--- src/rtl/rv_ctrl_pkg.sv ---
// rv_ctrl_pkg: shared sequencer states, RV32 OP-opcode and ALU control encodings
package rv_ctrl_pkg;
   typedef enum logic [2:0] {S_IDLE, S_FETCH, S_DECODE, S_EXECUTE, S_WRITEBACK} state_t;
   localparam logic [6:0] OPC_OP   = 7'b0110011;
   localparam logic [6:0] F7_BASE  = 7'b0000000;
   localparam logic [6:0] F7_ALT   = 7'b0100000;
   localparam logic [3:0] ALU_ADD  = 4'b0000;
   localparam logic [3:0] ALU_SUB  = 4'b1000;
   localparam logic [3:0] ALU_SLL  = 4'b0001;
   localparam logic [3:0] ALU_SLT  = 4'b0010;
   localparam logic [3:0] ALU_SLTU = 4'b0011;
   localparam logic [3:0] ALU_XOR  = 4'b0100;
   localparam logic [3:0] ALU_SRL  = 4'b0101;
   localparam logic [3:0] ALU_SRA  = 4'b1101;
   localparam logic [3:0] ALU_OR   = 4'b0110;
   localparam logic [3:0] ALU_AND  = 4'b0111;
endpackage

--- src/rtl/r_type_sequencer_if.sv ---
// r_type_sequencer_if: fetch handshake and datapath control bundle; master = sequencer
interface r_type_sequencer_if;
   logic        run;
   logic        imem_req;
   logic        imem_ack;
   logic [31:0] imem_rdata;
   logic        pc_inc;
   logic [4:0]  rs1_addr;
   logic [4:0]  rs2_addr;
   logic [4:0]  rd_addr;
   logic [3:0]  alu_ctrl;
   logic        alu_en;
   logic        reg_write;
   logic        illegal;
   logic        busy;
   modport master (input run, imem_ack, imem_rdata,
                   output imem_req, pc_inc, rs1_addr, rs2_addr, rd_addr, alu_ctrl, alu_en, reg_write, illegal, busy);
   modport slave  (output run, imem_ack, imem_rdata,
                   input imem_req, pc_inc, rs1_addr, rs2_addr, rd_addr, alu_ctrl, alu_en, reg_write, illegal, busy);
endinterface

--- src/rtl/r_type_decode.sv ---
// r_type_decode: combinational R-type field extraction and legality check of the instruction register
module r_type_decode
   import rv_ctrl_pkg::*;
(
   input  logic [31:0] ir,
   output logic        legal,
   output logic [3:0]  alu_ctrl,
   output logic [4:0]  rs1,
   output logic [4:0]  rs2,
   output logic [4:0]  rd
);
   assign legal    = ir[6:0] == OPC_OP &&
                     (ir[31:25] == F7_BASE || (ir[31:25] == F7_ALT && (ir[14:12] == 3'b000 || ir[14:12] == 3'b101)));
   assign alu_ctrl = {ir[30], ir[14:12]};
   assign rs1      = ir[19:15];
   assign rs2      = ir[24:20];
   assign rd       = ir[11:7];
endmodule

--- src/rtl/r_type_sequencer.sv ---
// r_type_sequencer: multi-cycle FETCH/DECODE/EXECUTE/WRITEBACK control for R-type ops; RSEQ_RETIRE_CNT_EN adds retire_cnt
module r_type_sequencer
   import rv_ctrl_pkg::*;
#(
   parameter int XLEN         = 32,
   parameter int RETIRE_CNT_W = 32
)(
   input  logic                    clk,
   input  logic                    rst_n,
`ifdef RSEQ_RETIRE_CNT_EN
   output logic [RETIRE_CNT_W-1:0] retire_cnt,
`endif
   r_type_sequencer_if.master      bus
);
   state_t          state, state_nx;
   logic [XLEN-1:0] ir;
   logic            legal;
   // field outputs come straight off the IR register, so they hold from DECODE through WRITEBACK
   r_type_decode u_dec (
      .ir       (ir),
      .legal    (legal),
      .alu_ctrl (bus.alu_ctrl),
      .rs1      (bus.rs1_addr),
      .rs2      (bus.rs2_addr),
      .rd       (bus.rd_addr)
   );
   // state register; async reset drops every Moore strobe at once
   always_ff @(posedge clk or negedge rst_n)
      if (!rst_n) state <= S_IDLE;
      else        state <= state_nx;
   // instruction register loads only on an ack seen while fetching
   always_ff @(posedge clk or negedge rst_n)
      if (!rst_n)                              ir <= '0;
      else if (state == S_FETCH && bus.imem_ack) ir <= bus.imem_rdata;
   // next state and Moore outputs
   always_comb begin
      state_nx      = state;
      case (state)
         S_IDLE:      state_nx = bus.run ? S_FETCH : S_IDLE;
         S_FETCH:     state_nx = bus.imem_ack ? S_DECODE : S_FETCH;
         S_DECODE:    state_nx = legal ? S_EXECUTE : S_IDLE;
         S_EXECUTE:   state_nx = S_WRITEBACK;
         S_WRITEBACK: state_nx = bus.run ? S_FETCH : S_IDLE;
         default:     state_nx = S_IDLE;
      endcase
      bus.imem_req  = state == S_FETCH;
      bus.illegal   = state == S_DECODE && !legal;
      bus.alu_en    = state == S_EXECUTE;
      bus.pc_inc    = state == S_WRITEBACK;
      bus.reg_write = state == S_WRITEBACK && bus.rd_addr != 5'd0;
      bus.busy      = state != S_IDLE;
   end
`ifdef RSEQ_RETIRE_CNT_EN
   // one count per WRITEBACK; wraps naturally at all-ones
   always_ff @(posedge clk or negedge rst_n)
      if (!rst_n)                    retire_cnt <= '0;
      else if (state == S_WRITEBACK) retire_cnt <= retire_cnt + 1'b1;
`endif
endmodule
--- src/flat_wrapper.sv ---
// flat-port wrapper written by rule: the top's interface ports become plain ports
module r_type_sequencer_flat import rv_ctrl_pkg::*;
#(
   parameter int XLEN         = 32,
   parameter int RETIRE_CNT_W = 32
)
  (clk, rst_n, bus_run, bus_imem_ack, bus_imem_rdata, bus_imem_req, bus_pc_inc, bus_rs1_addr, bus_rs2_addr, bus_rd_addr, bus_alu_ctrl, bus_alu_en, bus_reg_write, bus_illegal, bus_busy);
  r_type_sequencer_if bus_i ();
  input  logic clk;
  input  logic rst_n;
  input wire logic [$bits(bus_i.run)-1:0] bus_run;
  input wire logic [$bits(bus_i.imem_ack)-1:0] bus_imem_ack;
  input wire logic [$bits(bus_i.imem_rdata)-1:0] bus_imem_rdata;
  output wire logic [$bits(bus_i.imem_req)-1:0] bus_imem_req;
  output wire logic [$bits(bus_i.pc_inc)-1:0] bus_pc_inc;
  output wire logic [$bits(bus_i.rs1_addr)-1:0] bus_rs1_addr;
  output wire logic [$bits(bus_i.rs2_addr)-1:0] bus_rs2_addr;
  output wire logic [$bits(bus_i.rd_addr)-1:0] bus_rd_addr;
  output wire logic [$bits(bus_i.alu_ctrl)-1:0] bus_alu_ctrl;
  output wire logic [$bits(bus_i.alu_en)-1:0] bus_alu_en;
  output wire logic [$bits(bus_i.reg_write)-1:0] bus_reg_write;
  output wire logic [$bits(bus_i.illegal)-1:0] bus_illegal;
  output wire logic [$bits(bus_i.busy)-1:0] bus_busy;
  assign bus_i.run = bus_run;
  assign bus_i.imem_ack = bus_imem_ack;
  assign bus_i.imem_rdata = bus_imem_rdata;
  assign bus_imem_req = bus_i.imem_req;
  assign bus_pc_inc = bus_i.pc_inc;
  assign bus_rs1_addr = bus_i.rs1_addr;
  assign bus_rs2_addr = bus_i.rs2_addr;
  assign bus_rd_addr = bus_i.rd_addr;
  assign bus_alu_ctrl = bus_i.alu_ctrl;
  assign bus_alu_en = bus_i.alu_en;
  assign bus_reg_write = bus_i.reg_write;
  assign bus_illegal = bus_i.illegal;
  assign bus_busy = bus_i.busy;
  r_type_sequencer #(.XLEN(XLEN), .RETIRE_CNT_W(RETIRE_CNT_W)) u_core (.clk(clk), .rst_n(rst_n), .bus(bus_i));
endmodule
--- config.mk ---
export PLATFORM = sky130hd
export DESIGN_NAME = r_type_sequencer_flat
export DESIGN_NICKNAME = d
export VERILOG_FILES = /design/src/rtl/rv_ctrl_pkg.sv /design/src/rtl/r_type_sequencer_if.sv /design/src/rtl/r_type_decode.sv /design/src/rtl/r_type_sequencer.sv /design/src/flat_wrapper.sv
export SDC_FILE = /design/constraint.sdc
export NUM_CORES = 1
export LEC_CHECK = 0
export ABC_AREA = 1
export CAP_MARGIN = 20
export CORE_ASPECT_RATIO = 0.9
export CORE_MARGIN = 2
export CORE_UTILIZATION = 35
export DETAILED_ROUTE_END_ITERATION = 10
export DONT_BUFFER_PORTS = 1
export MAX_ROUTING_LAYER = met4
export PLACE_DENSITY = 0.56
export SYNTH_ARGS = -nofsm -noshare
export SYNTH_HDL_FRONTEND = slang
export SYNTH_SLANG_ARGS = --single-unit
--- constraint.sdc ---
create_clock -name clk -period 1.65 [get_ports clk]
set_clock_uncertainty 0.1 [all_clocks]
set_input_delay 0.165 -clock clk [delete_from_list [all_inputs] [get_ports clk]]
set_output_delay 0.165 -clock clk [all_outputs]
set_load 0.005 [all_outputs]
==> key figures, run 1 <==
Run status
  – Outcome: complete, no violations

Place
  – Post-DP HPWL: 2200 um
  – Port bufs: 0
  – Post-place setup slack: 0.267 ns
  – Final GP Congestion: 0.710

Critical path
  – Worst-path cell chain: nor3_1 > inv_1 > nor2_1
  – WP data required: 1.38 ns
  – CP max FO: 4
  – Worst Path Arrival: 1.24 ns
  – Worst-case reg-to-reg path depth: 7
  – Type of origin of the critical path: flip-flop
  – Worst r2r src: u_core.state[0]
  – CP endpoint kind: output pin
  – Critical path buffers and inverters: 1
  – R2R setup slack: 0.26 ns
  – Slowest CP cell: dfrtp_1
  – Critical path class: flip-flop to output pin
  – Largest stage delay on the critical path: 0.42 ns
  – Worst reg2reg path endpoint: u_core.ir[12]
  – Top delay family on crit path: simple AND/OR/NAND/NOR gates

Floorplanning
  – Starting Density: 37.0%
  – DIE HEIGHT: 69.6 um
  – Die area: 5350 um2
  – Die width: 76.9 um
  – Core Rows: 23
  – I/O pin cnt: 61
  – CORE AREA: 4520 um2

Global routing
  – Vias in the first global route: 1321
  – Global-route wire length before repair: 6170 um
  – Overflow after GRT: 0
  – GRT Total Usage: 14.9%
  – Largest net degree at the start of global routing: 38
  – Initial antenna violation count: 0

STA
  – RSZ-0062 raised after global routing: no
  – Final setup viols: 0
  – Final critical-path required period: 1.50 ns
  – Final Worst Setup Slack: 0.146 ns
  – Final Hold Viols: 0
  – Fin. max-slew vios: 0
  – Worst-Margin Slew: 0.553 ns
  – Sum Neg Setup Slack: 0 ns
  – Max frequency: 0.665 GHz
  – Max-Slew Margin vs Limit: 63.0%
  – Final period util: 91.1%

Finish
  – Area Overhead vs Synth: 21.6%
  – Number of diodes: 0
  – Register area: 876 um2
  – Fillers: 457
  – Layout cells sized above 1: 8.22%
  – Multi-input logic area: 551 um2
  – Final nets: 255

Detailed routing
  – Met1 wire length: 1720 um
  – Via Count: 1271
  – Routed wl met3: 241 um
  – Final WL: 3540 um
  – Final ANT Viol Nets: 0
  – Drt drc: 0
  – WL met2: 1550 um
  – Initial DRT Pass Iterations: 4
  – Highest metal used: met4
  – Routed length per instance: 12.6 um
  – DR vias/cell: 4.52
  – Iter 0 DRT Violations: 31

Clock tree
  – Reg clk slew, reported paths: 0.07 ns
  – H-tree depth: 2
  – Root Buffer: clkbuf_8
  – Clock latency on the worst-skew pair: 0.28 ns
  – CTS Buf Count: 5
  – CTS Sinks: 35
  – CTS tree: built
  – CTS Buffer Depth: 2

Yosys
  – Asr flop ratio synth: 100%
  – Ranking of synthesized cells by area: dfrtp_1, nand2_1, buf_4
  – Distinct cells, synth: 18
  – YS warnings: 0
  – Number of synthesized flops with an enable pin: 0
  – FF+latch count, synth: 35
  – Register area share after synthesis: 52.4%
  – Syn nets: 237
  – Post-synth top flop: dfrtp_1
  – Avg Inst Size Synth: 8.32 um2
  – Most frequent cell after synthesis: nand2_1
  – Yosys top cell area share: 52.4%
  – Mapped cell area: 1670 um2
  – Synth Instances: 201
  – Most frequent cells after synthesis: nand2_1, dfrtp_1, nand3_1
  – Area leader, netlist: dfrtp_1

Power and ir drop
  – Switch Pwr: 1.17 mW
  – Int Power: 1.95 mW
  – PwrDens: 1530 nW/um2
  – VDD IR-drop max: 638 uV
  – Combinational power share: 31.1%
  – Seq pwr share: 49.2%
  – Switching share of power: 37.5%
  – Clock power share: 19.7%
  – Static leakage: 1.03 nW

Worst hold path
  – Hold Path Stages: 3
  – Hold Crit Class: input port to flip-flop
  – Worst Min Path Start: bus_imem_ack
  – Hold Path End: u_core.state[0]

Job
  – Max_cap viols: 0
-- state kept, by name, indices dropped and copies added (netlist names) --
register / count
u_core.state: 3
u_core.ir: 32
-- worst register-to-register path: stages, from the launching register on --
cell and delay (ns):
dfrtp_1 0.42, inv_2 0.09, nor2_2 0.04, nand2_2 0.07, clkinv_2 0.08, nand2_4 0.32, nor2_1 0.08, a21oi_1 0.12
-- power groups by stage --
stage	Clock (mW)	Sequential (mW)	Combinational, mW
2_1_floorplan	0	1.44	1.12
3_3_place_gp	0	1.55	0.864
3_5_place_dp	0	1.55	0.881
4_1_cts	0.644	1.54	0.985
5_1_grt	0.679	1.59	1.16
6_report	0.613	1.53	0.969
-- placed cells by master (no fill, tap or decap) --
cell,n
nand4_1,1
clkinv_2,2
a21oi_1,4
o21ai_0,1
clkbuf_8,6
nand2_4,1
a21oi_2,1
nand2_1,67
dlygate4sd3_1,35
nor3_2,1
buf_12,1
nand3_1,30
nor2_2,1
inv_2,1
dfrtp_1,35
inv_1,9
nor3_1,3
nor2_1,16
nand2_2,1
buf_4,2
buf_8,1
-- kinds of logic (layout without fill, tap and decap cells) --
logic type	Yosys count	count (layout)	synth area share, %
DFF	35	35	52.4
buffers and inverters	39	57	15.0
AOI/OAI and AO/OA	6	6	2.02
and+or+nand+nor	121	121	30.6
-- through the flow --
stage | power (mW) | hold WS, ns | cells | utilization [%] | cell area [um2]
after floorplan | 2.56 | -0.231 | 201 | - | 1670
after global placement | 2.41 | -0.230 | 237 | 34.5 | 1560
after detailed placement | 2.44 | -0.230 | 237 | 34.5 | 1560
after CTS | 3.17 | 0.0218 | 280 | 44.6 | 2010
after global routing | 3.43 | 0.0886 | 281 | 45.0 | 2030
final | 3.12 | 0.0315 | 281 | 45.0 | 2030
-- worst max path at each step --
stage / startpoint / end / slack (ns) / cells past startpoint
3_3_place_gp: u_core.state[2] / u_core.ir[2] / 0.30 / 6
2_1_floorplan: u_core.state[0] / u_core.ir[30] / 0.43 / 8
6_report: u_core.state[0] / bus_illegal / 0.15 / 3
3_5_place_dp: u_core.state[2] / u_core.ir[2] / 0.27 / 6
4_1_cts: bus_imem_ack / u_core.ir[31] / 0.02 / 3
5_1_grt: u_core.state[1] / bus_illegal / 0.02 / 4
-- routing by layer --
| layer | GRT usage [%] | up-vias |
|---|---|---|
| li1 | - | 647 |
| met1 | 17.7 | 579 |
| met2 | 24.4 | 43 |
| met3 | 4.82 | 2 |
| met4 | 4.24 | 0 |
| met5 | - | - |
-- what timing repair did --
item | CTS | global route
hold endpoints to repair | 68 | 0
hold buffers | 36 | 0
setup buffers | 0 | 0
resized for setup | 0 | 1
setup endpoints to repair | 0 | 1
-- final cells by class --
type,count,share of cell area [%]
clock buffers,6,4.06
clock inverters,1,0.246
inverters,11,2.09
multi-input cells,127,27.1
flip-flops and latches,35,43.1
well taps,62,3.81
repair buffers,39,19.7
(Power assumes the default switching activity.)
==> inputs of run 2 (changes only) <==
--- a/config.mk
+++ b/config.mk
@@ -10,10 +10,12 @@
 export CORE_ASPECT_RATIO = 0.9
 export CORE_MARGIN = 2
 export CORE_UTILIZATION = 35
+export CTS_BUF_LIST = sky130_fd_sc_hd__clkbuf_2 sky130_fd_sc_hd__clkbuf_4 sky130_fd_sc_hd__clkbuf_8
 export DETAILED_ROUTE_END_ITERATION = 10
 export DONT_BUFFER_PORTS = 1
 export MAX_ROUTING_LAYER = met4
 export PLACE_DENSITY = 0.56
+export SLEW_MARGIN = 5
 export SYNTH_ARGS = -nofsm -noshare
 export SYNTH_HDL_FRONTEND = slang
 export SYNTH_SLANG_ARGS = --single-unit
==> results of run 2 <==
Same layout as run 1: the final DEF is identical, and so are final timing and power.
